File: src/rtl/key_event_queue.sv
// PS/2 set-2 scan-code decoder producing make/break/auto-repeat key events,
// with a held-key mask and a first-word-fall-through event FIFO.
module key_event_queue #(
    parameter int CODE_W       = 4,
    parameter int FIFO_DEPTH   = 8,
    parameter int REPEAT_DELAY = 25_000_000,
    parameter int REPEAT_RATE  = 5_000_000
) (
    input  logic                        clk,
    input  logic                        rst_n,
    input  logic [7:0]                  scan_data,
    input  logic                        scan_valid,
    output logic [CODE_W-1:0]           evt_code,
    output logic                        evt_break,
    output logic                        evt_repeat,
    output logic                        evt_valid,
    input  logic                        evt_ready,
    output logic [9:0]                  held_mask,
    output logic [$clog2(FIFO_DEPTH):0] fifo_count,
    output logic                        overflow,
    input  logic                        clr_overflow
);

    localparam int PTR_W   = $clog2(FIFO_DEPTH);
    localparam int CNT_MAX = (REPEAT_DELAY > REPEAT_RATE) ? REPEAT_DELAY : REPEAT_RATE;
    localparam int RC_W    = $clog2(CNT_MAX + 1);
    localparam int ENTRY_W = CODE_W + 2;
    localparam logic [PTR_W:0] FULL_CNT  = (PTR_W + 1)'(FIFO_DEPTH);
    localparam logic [RC_W-1:0] RC_DELAY = RC_W'(REPEAT_DELAY);
    localparam logic [RC_W-1:0] RC_RATE  = RC_W'(REPEAT_RATE);
    localparam logic [RC_W-1:0] RC_ONE   = RC_W'(1);

    typedef enum logic [1:0] {S_IDLE, S_BRK, S_EXT, S_EXT_BRK} state_t;

    function automatic logic [3:0] map_scan(input logic [7:0] b);
        case (b)
            8'h1C:   map_scan = 4'd1;
            8'h1B:   map_scan = 4'd2;
            8'h1D:   map_scan = 4'd3;
            8'h23:   map_scan = 4'd4;
            8'h16:   map_scan = 4'd5;
            8'h1E:   map_scan = 4'd6;
            8'h26:   map_scan = 4'd7;
            8'h25:   map_scan = 4'd8;
            8'h76:   map_scan = 4'd9;
            default: map_scan = 4'd0;
        endcase
    endfunction

    // Input byte is registered, so events push one edge after the byte is sampled.
    logic [7:0] byte_q;
    logic       byte_v_q;
    state_t     state_q, state_nxt;
    logic [9:0] held_q, held_nxt;
    logic       rpt_active_q, rpt_active_nxt;
    logic [3:0] rpt_key_q, rpt_key_nxt;
    logic [RC_W-1:0] rpt_cnt_q, rpt_cnt_nxt;
    logic [3:0] scan_code;
    logic       is_make, is_break, make_new, scan_push, rpt_push;
    logic [ENTRY_W-1:0] push_entry;

    logic [ENTRY_W-1:0] mem [FIFO_DEPTH];
    logic [PTR_W-1:0]   wr_ptr_q, rd_ptr_q;
    logic [PTR_W:0]     count_q;
    logic               overflow_q;
    logic               push, pop, wr_en, drop;
    logic [ENTRY_W-1:0] head;

    always_ff @(posedge clk) begin
        if (!rst_n) begin
            byte_q   <= 8'h00;
            byte_v_q <= 1'b0;
        end else begin
            byte_q   <= scan_data;
            byte_v_q <= scan_valid;
        end
    end

    assign scan_code = map_scan(byte_q);

    always_comb begin
        state_nxt = state_q;
        is_make   = 1'b0;
        is_break  = 1'b0;
        if (byte_v_q) begin
            case (state_q)
                S_IDLE: begin
                    if (byte_q == 8'hF0)      state_nxt = S_BRK;
                    else if (byte_q == 8'hE0) state_nxt = S_EXT;
                    else                      is_make = (scan_code != 4'd0);
                end
                S_BRK: begin
                    state_nxt = S_IDLE;
                    is_break  = (scan_code != 4'd0);
                end
                S_EXT:   state_nxt = (byte_q == 8'hF0) ? S_EXT_BRK : S_IDLE;
                default: state_nxt = S_IDLE;
            endcase
        end
    end

    // A make for an already-held key is keyboard typematic and is ignored.
    assign make_new  = is_make && !held_q[scan_code];
    assign scan_push = make_new || is_break;
    assign rpt_push  = rpt_active_q && (rpt_cnt_q == RC_ONE) && !scan_push;

    always_comb begin
        held_nxt       = held_q;
        rpt_active_nxt = rpt_active_q;
        rpt_key_nxt    = rpt_key_q;
        rpt_cnt_nxt    = rpt_cnt_q;
        if (rpt_active_q) begin
            if (rpt_cnt_q != RC_ONE)  rpt_cnt_nxt = rpt_cnt_q - RC_ONE;
            else if (!scan_push)      rpt_cnt_nxt = RC_RATE;
        end
        if (make_new) begin
            held_nxt[scan_code] = 1'b1;
            rpt_active_nxt      = 1'b1;
            rpt_key_nxt         = scan_code;
            rpt_cnt_nxt         = RC_DELAY;
        end else if (is_break) begin
            held_nxt[scan_code] = 1'b0;
            if (rpt_active_q && (rpt_key_q == scan_code)) rpt_active_nxt = 1'b0;
        end
    end

    always_comb begin
        push_entry = {CODE_W'(rpt_key_q), 1'b0, 1'b1};
        if (scan_push) push_entry = {CODE_W'(scan_code), is_break, 1'b0};
    end

    always_ff @(posedge clk) begin
        if (!rst_n) begin
            state_q      <= S_IDLE;
            held_q       <= 10'h000;
            rpt_active_q <= 1'b0;
            rpt_key_q    <= 4'd0;
            rpt_cnt_q    <= '0;
        end else begin
            state_q      <= state_nxt;
            held_q       <= held_nxt;
            rpt_active_q <= rpt_active_nxt;
            rpt_key_q    <= rpt_key_nxt;
            rpt_cnt_q    <= rpt_cnt_nxt;
        end
    end

    // Full FIFO still accepts a push when the head is popped in the same cycle.
    assign push  = scan_push || rpt_push;
    assign pop   = (count_q != '0) && evt_ready;
    assign wr_en = push && ((count_q != FULL_CNT) || pop);
    assign drop  = push && (count_q == FULL_CNT) && !pop;

    always_ff @(posedge clk) begin
        if (wr_en) mem[wr_ptr_q] <= push_entry;
    end

    always_ff @(posedge clk) begin
        if (!rst_n) begin
            wr_ptr_q   <= '0;
            rd_ptr_q   <= '0;
            count_q    <= '0;
            overflow_q <= 1'b0;
        end else begin
            if (wr_en) wr_ptr_q <= wr_ptr_q + 1'b1;
            if (pop)   rd_ptr_q <= rd_ptr_q + 1'b1;
            if (wr_en && !pop)      count_q <= count_q + 1'b1;
            else if (pop && !wr_en) count_q <= count_q - 1'b1;
            if (drop)              overflow_q <= 1'b1;
            else if (clr_overflow) overflow_q <= 1'b0;
        end
    end

    assign head       = mem[rd_ptr_q];
    assign evt_valid  = (count_q != '0);
    assign evt_code   = evt_valid ? head[ENTRY_W-1:2] : '0;
    assign evt_break  = evt_valid && head[1];
    assign evt_repeat = evt_valid && head[0];
    assign held_mask  = held_q;
    assign fifo_count = count_q;
    assign overflow   = overflow_q;

endmodule

File: config.mk
export PLATFORM = sky130hd
export DESIGN_NAME = key_event_queue
export DESIGN_NICKNAME = d
export VERILOG_FILES = /design/src/rtl/key_event_queue.sv
export SDC_FILE = /design/constraint.sdc
export NUM_CORES = 1
export LEC_CHECK = 0
export CAP_MARGIN = 10
export CORE_MARGIN = 2
export CORE_UTILIZATION = 61
export CTS_BUF_LIST = sky130_fd_sc_hd__clkbuf_8
export DETAILED_ROUTE_END_ITERATION = 16
export PLACE_DENSITY = 0.85
export RECOVER_POWER = 50
export SKIP_CTS_REPAIR_TIMING = 1
export SLEW_MARGIN = 20
export SYNTH_ARGS = -nofsm -noshare
export SYNTH_HDL_FRONTEND = slang
export SYNTH_SLANG_ARGS = --single-unit
File: constraint.sdc
create_clock -name clk -period 4.4 [get_ports clk]
set_input_delay 1.1 -clock clk [delete_from_list [all_inputs] [get_ports clk]]
set_output_delay 1.1 -clock clk [all_outputs]
set_load 0.02 [all_outputs]
==> impl_metrics.tcl <==
set metrics [dict create \
    antenna_cells 0 \
    syn_nets 521 \
    grt_remaining_overflow 0 \
    syn_to_final_growth_pct 14.3 \
    detail_route.wl_per_cell_um 17.8 \
    io_buffers 34 \
    ios 35 \
    ys_ff_latch 113 \
    grt_use_total_pct 25.0 \
    die_h_um 97.9 \
    cts_tree "built" \
    whs_ns 0.455 \
    syn-cell-area_um2 5370 \
    worst_slack_ns 0.304 \
    drcViolationCount 0 \
    synth_cell_type_count 71 \
    synth.largest_area_cell "edfxtp_1" \
    skew_ns 0.0103 \
    p_leak_nw 2.15 \
    cts_buffers 17 \
    reg2reg_slack_ns 0.30 \
    nets 562 \
    finalCritPeriodShare_pct 93.1 \
    path_buf_inv 1 \
    met3RoutedLength_um 779 \
    clkLatencyLatePin_ns 0.45 \
    routed_wl_um 11800 \
    cts.path.max_buffers 2 \
    yosys_warnings 0 \
    grt_max_degree 35 \
    final_area_um2 6140 \
    critical_path.cell_chain "nor2b_1 > and4_1 > o31ai_1 > or3_1 > a31oi_4 > a21oi_1 > a21boi_1 > ha_1 > inv_1 > ha_1 > a21o_1 > a21oi_1 > xnor2_1 > or3_1 > a21oi_1" \
    placementRows 34 \
    yosys-top-cells-area "edfxtp_1, dfxtp_1, mux4_2" \
    avgViaCountPerCell 6.18 \
    powerDensity_nw_per_um2 446 \
    end_kind "register" \
    cp_common_cell "a21oi_1" \
    n_fill_cell 619 \
    place_area_um2 5810 \
    worst_pin_slew_ns 1.68 \
    dp_slack_ns 0.422 \
    cp-start-kind "register" \
    slew_viol_final 35 \
    setup_tns_ns 0 \
    synth_top_area_share_pct 26.8 \
    status "finished, violations left" \
    seq_area_frac_synth_pct 51.0 \
    wl_met2_um 5900 \
    hold_class "register to register" \
    path_class "register to register" \
    cp.required_ns 4.76 \
    slowest_stage "dfxtp_1" \
    violations "capacitance limit, slew limit" \
    drtPass1Iterations 5 \
    r2r_cells 15 \
    drt_iter0_markers 309 \
    peakVddDrop_uv 258 \
    antenna_found_initial 0 \
    synth-edff-count 48 \
    core-area_um2 8640 \
    highest_layer "met4" \
    path_delay_family "simple AND/OR/NAND/NOR gates" \
    post-dp-hpwl_um 8020 \
    multi_input_area_um2 2460 \
    grt_pass1_vias 3913 \
    max_cap_viol_count 1 \
    max_freq_mhz 244 \
    avgSynthCellArea_um2 10.7 \
    cp.arrival_ns 4.45 \
    final_hold_viol_count 0 \
    gp_congestion 0.934 \
    seq_area_um2 2740 \
    synth-async-reset-ratio_pct 0 \
    r2r-start "byte_q[1]$_SDFF_PN0_" \
    dr_total_vias 4093 \
    grt_pass1_wl_um 19000 \
    drive_above_1_share_pct 10.1 \
    clk_pin_slew_ns 0.07 \
    root_buffer "clkbuf_8" \
    min_path_cells 1 \
    synth_ff_type "dfxtp_1" \
    finalSetupViolations 0 \
    die_area_um2 9570 \
    r2r_end "fifo_count[3]$_SDFFE_PN0P_" \
    die_x_um 97.9 \
    cpPeakStageDelay_ns 0.51 \
    htreeDepth 4 \
    synth_cells 500 \
    clkSinkCount 113 \
    postRouteAntennaNets 0 \
    max_slew_margin_pct -12.3 \
    initial_utilization_pct 62.2 \
    cp_max_fo 10 \
    m1WireLength_um 4860 \
    final.min_clock_period_ns 4.10 \
    rsz0062_at_grt "false" \
]
metal layers:
layer	vias up	track usage [%]
met3	32	7.23
met5	-	0
met4	0	8.33
met2	175	42.6
met1	1950	30.7
li1	1936	-
layout make-up:
type | instances | area share, %
clock buffers | 18 | 4.04
clock inverters | 14 | 2.12
inverters | 11 | 0.673
multi-input cells | 355 | 40.0
flip-flops and latches | 113 | 44.7
well taps | 108 | 2.20
repair buffers | 43 | 6.28
cells in the mapped netlist, types with 7 or more instances:
master     n
dfxtp_1   65
edfxtp_1  48
nand2_1   46
nor2_1    42
a21oi_1   33
o21ai_0   25
mux2i_1   20
nand3_1   20
nand2b_1  14
and2_1    13
nor4_1    13
mux4_2    12
clkbuf_1  10
inv_1      9
xnor2_1    9
xor2_1     9
nor3_1     8
buf_2      7
ha_1       7
placed cells by master, fill, tap and decap left out, types with 3 or more instances in the layout:
cell type | synthesis | routed
and3_1 | 4 | 4
or4_1 | 4 | 4
a311oi_1 | 3 | 3
a211oi_1 | 4 | 4
clkbuf_8 | 0 | 18
xor2_1 | 9 | 9
inv_1 | 9 | 9
and4b_1 | 3 | 3
dfxtp_1 | 65 | 65
clkinvlp_4 | 0 | 4
nand3b_1 | 3 | 3
nand2b_1 | 14 | 14
o21ai_0 | 25 | 26
nor2_1 | 42 | 42
clkinv_4 | 0 | 3
clkdlybuf4s50_1 | 0 | 17
ha_1 | 7 | 7
nand3_1 | 20 | 20
o21a_1 | 3 | 3
dlygate4sd3_1 | 0 | 17
xnor2_1 | 9 | 9
nand2_1 | 46 | 47
buf_4 | 1 | 3
nor2b_1 | 4 | 4
inv_4 | 0 | 3
clkbuf_1 | 10 | 6
nor3b_1 | 3 | 3
and2_1 | 13 | 7
mux2i_1 | 20 | 20
a21o_1 | 4 | 4
or3_1 | 4 | 4
nor3_1 | 8 | 8
nor4_1 | 13 | 13
mux4_2 | 12 | 12
and2_0 | 0 | 6
edfxtp_1 | 48 | 48
a21oi_1 | 33 | 34
report_power, final:
part | total (W) | switching, W | leakage [nW] | internal [W]
clock | 0.000932 | 0.000466 | 0.184 | 0.000466
combinational | 0.000603 | 0.000300 | 1.03 | 0.000302
sequential | 0.00121 | 0.0000821 | 0.940 | 0.00112
metrics by stage:
stage	total power, W	std cells	util [%]
after CTS	0.00276	662	71.6
final	0.00274	662	71.1
after floorplan	0.00161	500	-
after global placement	0.00182	630	67.3
after global routing	0.00286	662	71.1
after detailed placement	0.00184	630	67.3
worst max-delay path by stage:
stage / start / endpoint / slack (ns) / cells past startpoint
4_1_cts: byte_q[5]$_SDFF_PN0_ / fifo_count[3]$_SDFFE_PN0P_ / 0.38 / 15
5_1_grt: byte_q[4]$_SDFF_PN0_ / fifo_count[3]$_SDFFE_PN0P_ / 0.06 / 15
6_report: byte_q[1]$_SDFF_PN0_ / fifo_count[3]$_SDFFE_PN0P_ / 0.30 / 15
3_5_place_dp: byte_q[5]$_SDFF_PN0_ / fifo_count[3]$_SDFFE_PN0P_ / 0.42 / 15
2_1_floorplan: byte_q[5]$_SDFF_PN0_ / fifo_count[3]$_SDFFE_PN0P_ / 0.65 / 17
3_3_place_gp: byte_q[5]$_SDFF_PN0_ / fifo_count[3]$_SDFFE_PN0P_ / 0.65 / 15
logic make-up after synthesis:
family | Yosys count | synth area share, %
flops | 113 | 51.0
mux | 35 | 9.39
xor+xnor | 18 | 2.93
fa+ha+maj | 8 | 2.00
compound gates | 98 | 12.2
buf+inv | 32 | 2.75
simple gates | 196 | 19.7
Power figures use the tool's default switching activity.
